===== src/rtl/st2_ctrl_pkg.sv =====
// st2_ctrl_pkg: opcode, extender, ALU and state encodings for the stage-2 decode controller
package st2_ctrl_pkg;
  localparam logic [3:0] OP_RTYPE = 4'b0000;
  localparam logic [3:0] OP_BGT   = 4'b0100;
  localparam logic [3:0] OP_BLT   = 4'b0101;
  localparam logic [3:0] OP_BEQ   = 4'b0110;
  localparam logic [3:0] OP_ANDI  = 4'b1000;
  localparam logic [3:0] OP_ORI   = 4'b1001;
  localparam logic [3:0] OP_LW    = 4'b1010;
  localparam logic [3:0] OP_SW    = 4'b1011;
  localparam logic [3:0] OP_JMP   = 4'b1100;
  localparam logic [3:0] OP_HALT  = 4'b1111;
  localparam logic [3:0] FN_ADD  = 4'b0000;
  localparam logic [3:0] FN_SUB  = 4'b0001;
  localparam logic [3:0] FN_MULT = 4'b0100;
  localparam logic [3:0] FN_DIV  = 4'b0101;
  localparam logic [1:0] SE_ZX8  = 2'b00;
  localparam logic [1:0] SE_SX4  = 2'b01;
  localparam logic [1:0] SE_SX8  = 2'b10;
  localparam logic [1:0] SE_SX12 = 2'b11;
  localparam logic [2:0] ALU_ADD = 3'd0;
  localparam logic [2:0] ALU_SUB = 3'd1;
  localparam logic [2:0] ALU_AND = 3'd2;
  localparam logic [2:0] ALU_OR  = 3'd3;
  localparam logic [2:0] ALU_MUL = 3'd4;
  localparam logic [2:0] ALU_DIV = 3'd5;
  typedef enum logic [1:0] {RUN, MD_WAIT, HALT} state_t;
  typedef struct packed {
    logic       reg_write;
    logic       mem_read;
    logic       mem_write;
    logic       alu_src;
    logic [2:0] alu_op;
  } ctrl_t;
  localparam ctrl_t BUBBLE = '0;
endpackage


===== src/rtl/st2_hazard_detect.sv =====
// st2_hazard_detect: load-use compare of the ID/EX load destination against decoded sources
module st2_hazard_detect #(
  parameter int REG_AW = 4
) (
  input  logic              ex_mem_read,
  input  logic [REG_AW-1:0] ex_rd,
  input  logic [REG_AW-1:0] src1,
  input  logic [REG_AW-1:0] src2,
  input  logic              use1,
  input  logic              use2,
  output logic              hazard
);
  assign hazard = ex_mem_read && ((use1 && ex_rd == src1) || (use2 && ex_rd == src2));
endmodule


===== src/rtl/st2_decode_ctrl.sv =====
// st2_decode_ctrl: stage-2 decode, ID/EX control register, hazard/flush, mult/div sequencing, HALT.
// Optional macro ST2_ILLEGAL_TRAP_EN: undefined opcodes set sticky illegal and halt.
module st2_decode_ctrl
  import st2_ctrl_pkg::*;
#(
  parameter int MD_CYCLES = 8,
  parameter int REG_AW    = 4
) (
  input  logic              clk,
  input  logic              reset_n,
  input  logic [15:0]       instr,
  input  logic              if_id_valid,
  input  logic              ex_mem_read,
  input  logic [REG_AW-1:0] ex_rd,
  input  logic              branch_cond,
  output logic [1:0]        se_sel,
  output logic              reg_write,
  output logic              mem_read,
  output logic              mem_write,
  output logic              alu_src,
  output logic [2:0]        alu_op,
  output logic              stall,
  output logic              flush,
  output logic              md_start,
  output logic              md_op,
  output logic              halted,
  output logic              illegal
);
  localparam int CW = $clog2(MD_CYCLES + 1);
  logic [3:0] opc, fn;
  logic is_r, is_alu_r, is_md, is_imm, is_lw, is_sw, is_br, is_jmp, is_halt, defined;
  logic use1, use2, hazard, stall_c, flush_c, start_c;
  ctrl_t dec, ctrl_d, ctrl_q;
  state_t state_q, state_d;
  logic [CW-1:0] cnt_q, cnt_d;
  assign opc      = instr[15:12];
  assign fn       = instr[3:0];
  assign is_r     = opc == OP_RTYPE;
  assign is_alu_r = is_r && (fn == FN_ADD || fn == FN_SUB);
  assign is_md    = is_r && (fn == FN_MULT || fn == FN_DIV);
  assign is_imm   = opc == OP_ANDI || opc == OP_ORI;
  assign is_lw    = opc == OP_LW;
  assign is_sw    = opc == OP_SW;
  assign is_br    = opc == OP_BGT || opc == OP_BLT || opc == OP_BEQ;
  assign is_jmp   = opc == OP_JMP;
  assign is_halt  = opc == OP_HALT;
  assign defined  = is_alu_r || is_md || is_imm || is_lw || is_sw || is_br || is_jmp || is_halt;
  assign use1     = is_alu_r || is_md || is_br || is_sw;
  assign use2     = use1 || is_lw || is_imm;
  assign se_sel   = (is_lw || is_sw) ? SE_SX4 : is_br ? SE_SX8 : is_jmp ? SE_SX12 : SE_ZX8;
  // Branches and jumps carry no writes, so they fall out of the decode as bubbles.
  assign dec.reg_write = is_alu_r || is_imm || is_lw;
  assign dec.mem_read  = is_lw;
  assign dec.mem_write = is_sw;
  assign dec.alu_src   = is_imm || is_lw || is_sw;
  assign dec.alu_op    = (is_alu_r && fn == FN_SUB) ? ALU_SUB :
                         opc == OP_ANDI ? ALU_AND : opc == OP_ORI ? ALU_OR : ALU_ADD;
  st2_hazard_detect #(.REG_AW(REG_AW)) u_hazard (
    .ex_mem_read(ex_mem_read),
    .ex_rd      (ex_rd),
    .src1       (REG_AW'(instr[11:8])),
    .src2       (REG_AW'(instr[7:4])),
    .use1       (use1),
    .use2       (use2),
    .hazard     (hazard)
  );
  always_comb begin
    state_d = state_q;
    cnt_d   = cnt_q;
    ctrl_d  = BUBBLE;
    stall_c = 1'b0;
    flush_c = 1'b0;
    start_c = 1'b0;
    case (state_q)
      RUN: if (if_id_valid) begin
        if (hazard) stall_c = 1'b1;
        else if (is_md) begin
          start_c = 1'b1;
          stall_c = 1'b1;
          state_d = MD_WAIT;
          cnt_d   = CW'(1);
        end
        else if (is_halt) state_d = HALT;
`ifdef ST2_ILLEGAL_TRAP_EN
        else if (!defined) state_d = HALT;
`endif
        else begin
          ctrl_d  = dec;
          flush_c = is_jmp || (is_br && branch_cond);
        end
      end
      // IF/ID is held throughout, so the MD instruction is still in instr at issue.
      MD_WAIT: if (cnt_q == CW'(MD_CYCLES)) begin
        ctrl_d.reg_write = 1'b1;
        ctrl_d.alu_op    = fn[0] ? ALU_DIV : ALU_MUL;
        state_d          = RUN;
        cnt_d            = '0;
      end else begin
        stall_c = 1'b1;
        cnt_d   = cnt_q + 1'b1;
      end
      HALT:    stall_c = 1'b1;
      default: state_d = RUN;
    endcase
  end
  always_ff @(posedge clk)
    if (!reset_n) begin
      state_q <= RUN;
      cnt_q   <= '0;
      ctrl_q  <= BUBBLE;
    end else begin
      state_q <= state_d;
      cnt_q   <= cnt_d;
      ctrl_q  <= ctrl_d;
    end
`ifdef ST2_ILLEGAL_TRAP_EN
  logic illegal_q;
  always_ff @(posedge clk)
    if (!reset_n) illegal_q <= 1'b0;
    else if (state_q == RUN && if_id_valid && !hazard && !defined) illegal_q <= 1'b1;
  assign illegal = illegal_q;
`else
  assign illegal = 1'b0;
`endif
  assign {reg_write, mem_read, mem_write, alu_src, alu_op} = ctrl_q;
  assign stall    = reset_n && stall_c;
  assign flush    = reset_n && flush_c;
  assign md_start = reset_n && start_c;
  assign md_op    = md_start && fn[0];
  assign halted   = state_q == HALT;
endmodule


===== config.mk =====
export PLATFORM = sky130hd
export DESIGN_NAME = st2_decode_ctrl
export DESIGN_NICKNAME = d
export VERILOG_FILES = /design/src/rtl/st2_ctrl_pkg.sv /design/src/rtl/st2_hazard_detect.sv /design/src/rtl/st2_decode_ctrl.sv
export SDC_FILE = /design/constraint.sdc
export NUM_CORES = 1
export LEC_CHECK = 0
export BUFFER_PORTS_ARGS = -buffer_cell sky130_fd_sc_hd__buf_2
export CAP_MARGIN = 20
export CORE_MARGIN = 5
export CORE_UTILIZATION = 43
export DETAILED_ROUTE_END_ITERATION = 8
export GPL_ROUTABILITY_DRIVEN = 0
export PLACE_DENSITY_LB_ADDON = 0.15
export SLEW_MARGIN = 20
export SYNTH_ARGS = -nofsm -noshare
export SYNTH_HDL_FRONTEND = slang
export SYNTH_SLANG_ARGS = --single-unit

===== constraint.sdc =====
create_clock -name clk -period 1.5 [get_ports clk]
set_input_delay 0 -clock clk [delete_from_list [all_inputs] [get_ports clk]]
set_output_delay 0 -clock clk [all_outputs]
set_load 0.02 [all_outputs]

Word level (Yosys, flattened, before mapping)
Index checks and enable logic that the tools add are counted.
- register bits after elaboration: 13
- reductions and logical operators: 35
- bitwise logic cells: 4
- muxes and demuxes: 39
- equality and inequality tests: 22
- $add $sub $neg: 1
- operators by type and width (cell ; count):
    4-bit == test, second input constant ; 7
    7-bit two-way mux ; 4
    2-bit two-way mux ; 11
    4-bit by 3-bit == test with 1-bit output, second input constant ; 5
    1-bit logical OR ; 17
    4-bit two-way mux ; 4
    1-bit two-way mux ; 14
    1-bit logical AND ; 11
    4-bit == test ; 2
    4-bit zero test ; 2
    2-bit inequality test, second input constant ; 4
    4-bit case mux with 2 select lines ; 1
    2-bit case mux with 3 select lines ; 1
    3-bit case mux with 2 select lines ; 1
    6-bit OR reduction ; 1
    5-bit AND reduction ; 1
    4-bit by 1-bit adder with 4-bit output, second input constant ; 1
    4-bit by 1-bit == test with 1-bit output, second input constant ; 1
    1-bit NOT ; 4
    4-bit AND reduction ; 1
    3-bit two-way mux ; 1
    3-bit inequality test, second input constant ; 1
    1-bit case mux with 3 select lines ; 1
    2-bit by 1-bit == test with 1-bit output, second input constant ; 1
    other kinds (4) ; 4

Logic depth before layout (Yosys ltp)
- word-level depth: 16
- depth in mapped cells: 7
- mapped depth without buffers: 7

Cells and area by module
From an unflattened synthesis, not the netlist that was laid out.
- cell total of the unflattened synthesis: 112
- area, all modules: 912.1 sq um
- modules (own cells, without submodules) (module ; area an instance (sq um) ; instances ; cells each):
    st2_decode_ctrl ; 809.5 ; 1 ; 100
    st2_hazard_detect ; 102.6 ; 1 ; 12

Worst setup path before layout
No wires, ideal clock.
- path kind: input to output
- start point: input instr[14]
- end point: output md_op
- setup slack: 0.043 ns
- arrival time: 1.457 ns
- data required time: 1.500 ns
- cell stages on the path: 5
- buffers on the path: 1
- cell sequence: clkbuf_1 or3_4 or3_4 nor4bb_4 and3_1
- word-level cells in the longest chain between the ends: 15
- elaborated cells between the ends (all ways): 28
- those cells by class: eq/ne: 7; mux: 4; reduce/logical: 17
- ends and longest elaborated chain (element ; RTL line ; text):
    start: declaration ; st2_decode_ctrl.sv:11 ; input logic [15:0] instr,
    4-bit by 3-bit == test with 1-bit output or 4-bit zero test (tied branches) ; st2_decode_ctrl.sv:44, st2_decode_ctrl.sv:38 ;
    1-bit logical OR (tied with other cells) ; st2_decode_ctrl.sv:44 ; assign is_br = opc == OP_BGT || opc == OP_BLT || opc == OP_BEQ;
    1-bit logical OR (on tied branches) ; st2_decode_ctrl.sv:44, st2_decode_ctrl.sv:48 ;
    1-bit logical OR (2 in a row) ; st2_decode_ctrl.sv:48 ; assign use1 = is_alu_r || is_md || is_br || is_sw;
    1-bit logical OR (2 in a row) ; st2_decode_ctrl.sv:49 ; assign use2 = use1 || is_lw || is_imm;
    1-bit logical AND ; st2_hazard_detect.sv:13 ; assign hazard = ex_mem_read && ((use1 && ex_rd == src1) || (use2 && ex_rd == src2));
    1-bit logical OR ; st2_hazard_detect.sv:13 ;
    1-bit logical AND ; st2_hazard_detect.sv:13 ;
    1-bit two-way mux (*) ; st2_decode_ctrl.sv:76 ; if (hazard) stall_c = 1'b1;
    1-bit two-way mux (*) ; st2_decode_ctrl.sv:75 ; RUN: if (if_id_valid) begin
    1-bit two-way mux (*) ; st2_decode_ctrl.sv:74 ; case (state_q)
    1-bit logical AND (*) ; st2_decode_ctrl.sv:128 ; assign md_start = reset_n && start_c;
    1-bit logical AND (*) ; st2_decode_ctrl.sv:129 ; assign md_op = md_start && fn[0];
    end: declaration ; st2_decode_ctrl.sv:25 ; output logic md_op,
Every way passes the cells marked *; elsewhere a longest branch is shown, timed or not.

Worst setup path after layout
- start point: input instr[15]
- end point: output md_op
Same word-level chain as after synthesis.

==> reports/qor.yml <==
run_status:
  run_status: "completed"
sta:
  hold_viol_final: 0
  timing.final.crit_period_ns: 1.50
  grt_setup_unrepaired: "true"
  hold_ws_ns: 0.0182
  fin_crit_sh: 0.997
  finalMaxSlewViolations: 0
  max_freq_ghz: 0.668
  setup_viol: 0
  clock_skew_ns: 0.00424
global_route:
  gr-usage-met1: 0.172
  grt_remaining_overflow: 0
  grt_usage: 0.157
  use_met2: 0.282
  busiest_layer: "met2"
  grt_pass1_wl_microns: 4200
  grtUsageMet3: 0.0285
  antenna_found_initial: 0
  grt_pass1_vias: 995
  grt_max_degree: 20
die:
  start_util: 0.453
  dieHeight_microns: 58.5
  fp-row-count: 17
  die_area_sq_um: 3420
  ios: 40
  fp.dieW_microns: 58.5
  core_area_sq_um: 2230
detailed_routing:
  drt-total-wl_microns: 2660
  drcViolationCount: 0
  via_per_inst: 5.16
  vias: 1109
  first_iter_violations: 16
  dr.pass1.iters: 4
  ant_nets: 0
  wl_per_cell_microns: 12.3
power_and_ir_drop:
  power_uw: 759
  vdd_ir_drop_max_uv: 297
  p_per_area_nw_per_um2: 504
  cellLeakagePower_nw: 0.729
flow_run:
  maxCapViolCount: 0
clocking:
  cts_tree: "built"
  clockBufferDepth: 2
  cts_max_level: 1
  cts_buffers: 3
  cts.sinks: 13
  cts_root_buf: "clkbuf_4"
  path_clk_slew_ns: 0.07
  insertion_delay_ns: 0.27
final_layout:
  syn_to_final_growth_pct: 48.8
  drive_gt1_frac: 0.476
  final_net_count: 215
  fin_util: 0.675
  design_area_sq_um: 1510
  antennaDiodeCount: 0
  layout.cells.non_filler: 215
place:
  place_inst: 200
  place_area_sq_um: 1290
  port_buffers: 38
  post-dp-hpwl_microns: 1980
logic_synthesis:
  yosys.cell_types.count: 41
  yosysSeqAreaShare: 0.257
  syn_avg_cell_area_sq_um: 7.79
  async_flop_share: 0
  synth-edff-count: 0
  synthTopCellsByCount: "dfxtp_1 (13), nor2_1 (13), inv_1 (8)"
  synthesis.area_sq_um: 1010
  synth_top_area_frac: 0.257
  yosys_most_used_dff: "dfxtp_1"
  synthCells: 130
  synth_area_leaders: "dfxtp_1 (26%), xor2_1 (6.1%), nor2_1 (4.8%), a21oi_1 (3.5%), nand3_1 (3.5%)"
  synth_warnings: 0
  synth_top_area_cell: "dfxtp_1"
  syn-num-nets: 157
  ys_ff_latch: 13
setup_path:
  r2r_slack_ns: 0.09
  crit_path_start_kind: "input port"
  required_ns: 1.50
  crit_arrival_ns: 1.50
  path_max_fanout: 3
  cp-end-kind: "primary output"
  crit_type: "input port to primary output"
hold_path:
  hold_class: "input port to flop"
power breakdown:
part,total [mW],internal [mW],switching [mW]
Sequential,0.348,0.345,0.00220
Combinational,0.198,0.0984,0.0995
Clock,0.214,0.103,0.111
stage by stage:
stage | worst slack [ns] | setup TNS [ns]
global route | -0.0335 | -0.0862
detailed placement | -0.111 | -0.715
floorplan | 0.0435 | 0
finish | 0.00404 | 0
CTS | -0.0180 | -0.0180
global placement | -0.103 | -0.548
worst paths after layout:
path / depth (start not counted) / to / from
worst max-delay path: 6 / md_op / instr[15]
worst max register to register: 6 / mem_read$_SDFF_PP0_ / state_q[0]$_SDFFE_PN0P_
worst min register to register: 3 / cnt_q[0]$_SDFFE_PN0P_ / state_q[1]$_SDFFE_PN0P_
worst min-delay path: 3 / alu_op[0]$_SDFF_PN0_ / instr[0]
flip-flops by register name (all words and copies together) (netlist names):
name,cells
mem_write,1
cnt_q,4
state_q,2
alu_src,1
mem_read,1
reg_write,1
alu_op,3
critical path, stage by stage:
cell      delay, ns
buf_6          0.09
or3_4          0.38
or3_4          0.41
nor4bb_4       0.30
and3_1         0.20
buf_6          0.12
final cells by class:
type	count	area, sq um
Multi-Input combinational cell	101	738
Sequential cell	13	270
Timing Repair Buffer	61	407
Fill cell	193	727
Inverter	8	30.0
Tap cell	28	35.0
Clock buffer	4	26.3
layout by cell type (no fill, tap or decap), types with 2 or more instances in the layout:
master and instances:
buf_2 31, buf_4 23, nor2_1 12, dfxtp_1 9, xor2_1 7, buf_6 7
a21oi_1 6, inv_1 6, nand3_1 6, nand2_1 5, nand4_1 5, o21a_1 4
nor3_1 4, nor3b_1 3, nor2b_1 3, nand3b_1 3, or3_4 3, nand2b_1 3
clkbuf_4 3, inv_2 2, nor2_4 2, a31oi_1 2, o211ai_1 2, nor3_2 2
and2_1 2, nand3_2 2, a41o_1 2, o21ai_0 2, dfxtp_2 2, dfxtp_4 2
what timing repair did:
item	in CTS	in global routing
endpoints found under the setup margin	4	9
pin swaps	8	7
buffers inserted	8	3
hold buffers	0	0
resized for setup	19	14
cell families (layout without fill, tap and decap cells):
kind of cell             count (synthesis)  after routing  share of synthesized area
AND/OR/NAND/NOR                         63             63                      0.381
AO/OA/AOI/OAI                           27             27                      0.194
buffers and inverters                   16             73                     0.0705
flip-flops                              13             13                      0.257
XOR/XNOR                                 8              8                     0.0692
adder cells (fa/ha/maj)                  2              2                     0.0247
other                                    1              1                    0.00370
per-layer routing:
layer,wire [microns],vias to the layer above
li1,-,577
met1,1060,509
met2,1450,21
met3,110,2
met4,27,0
met5,0,-
No activity file was read; power rests on OpenSTA's default activity.
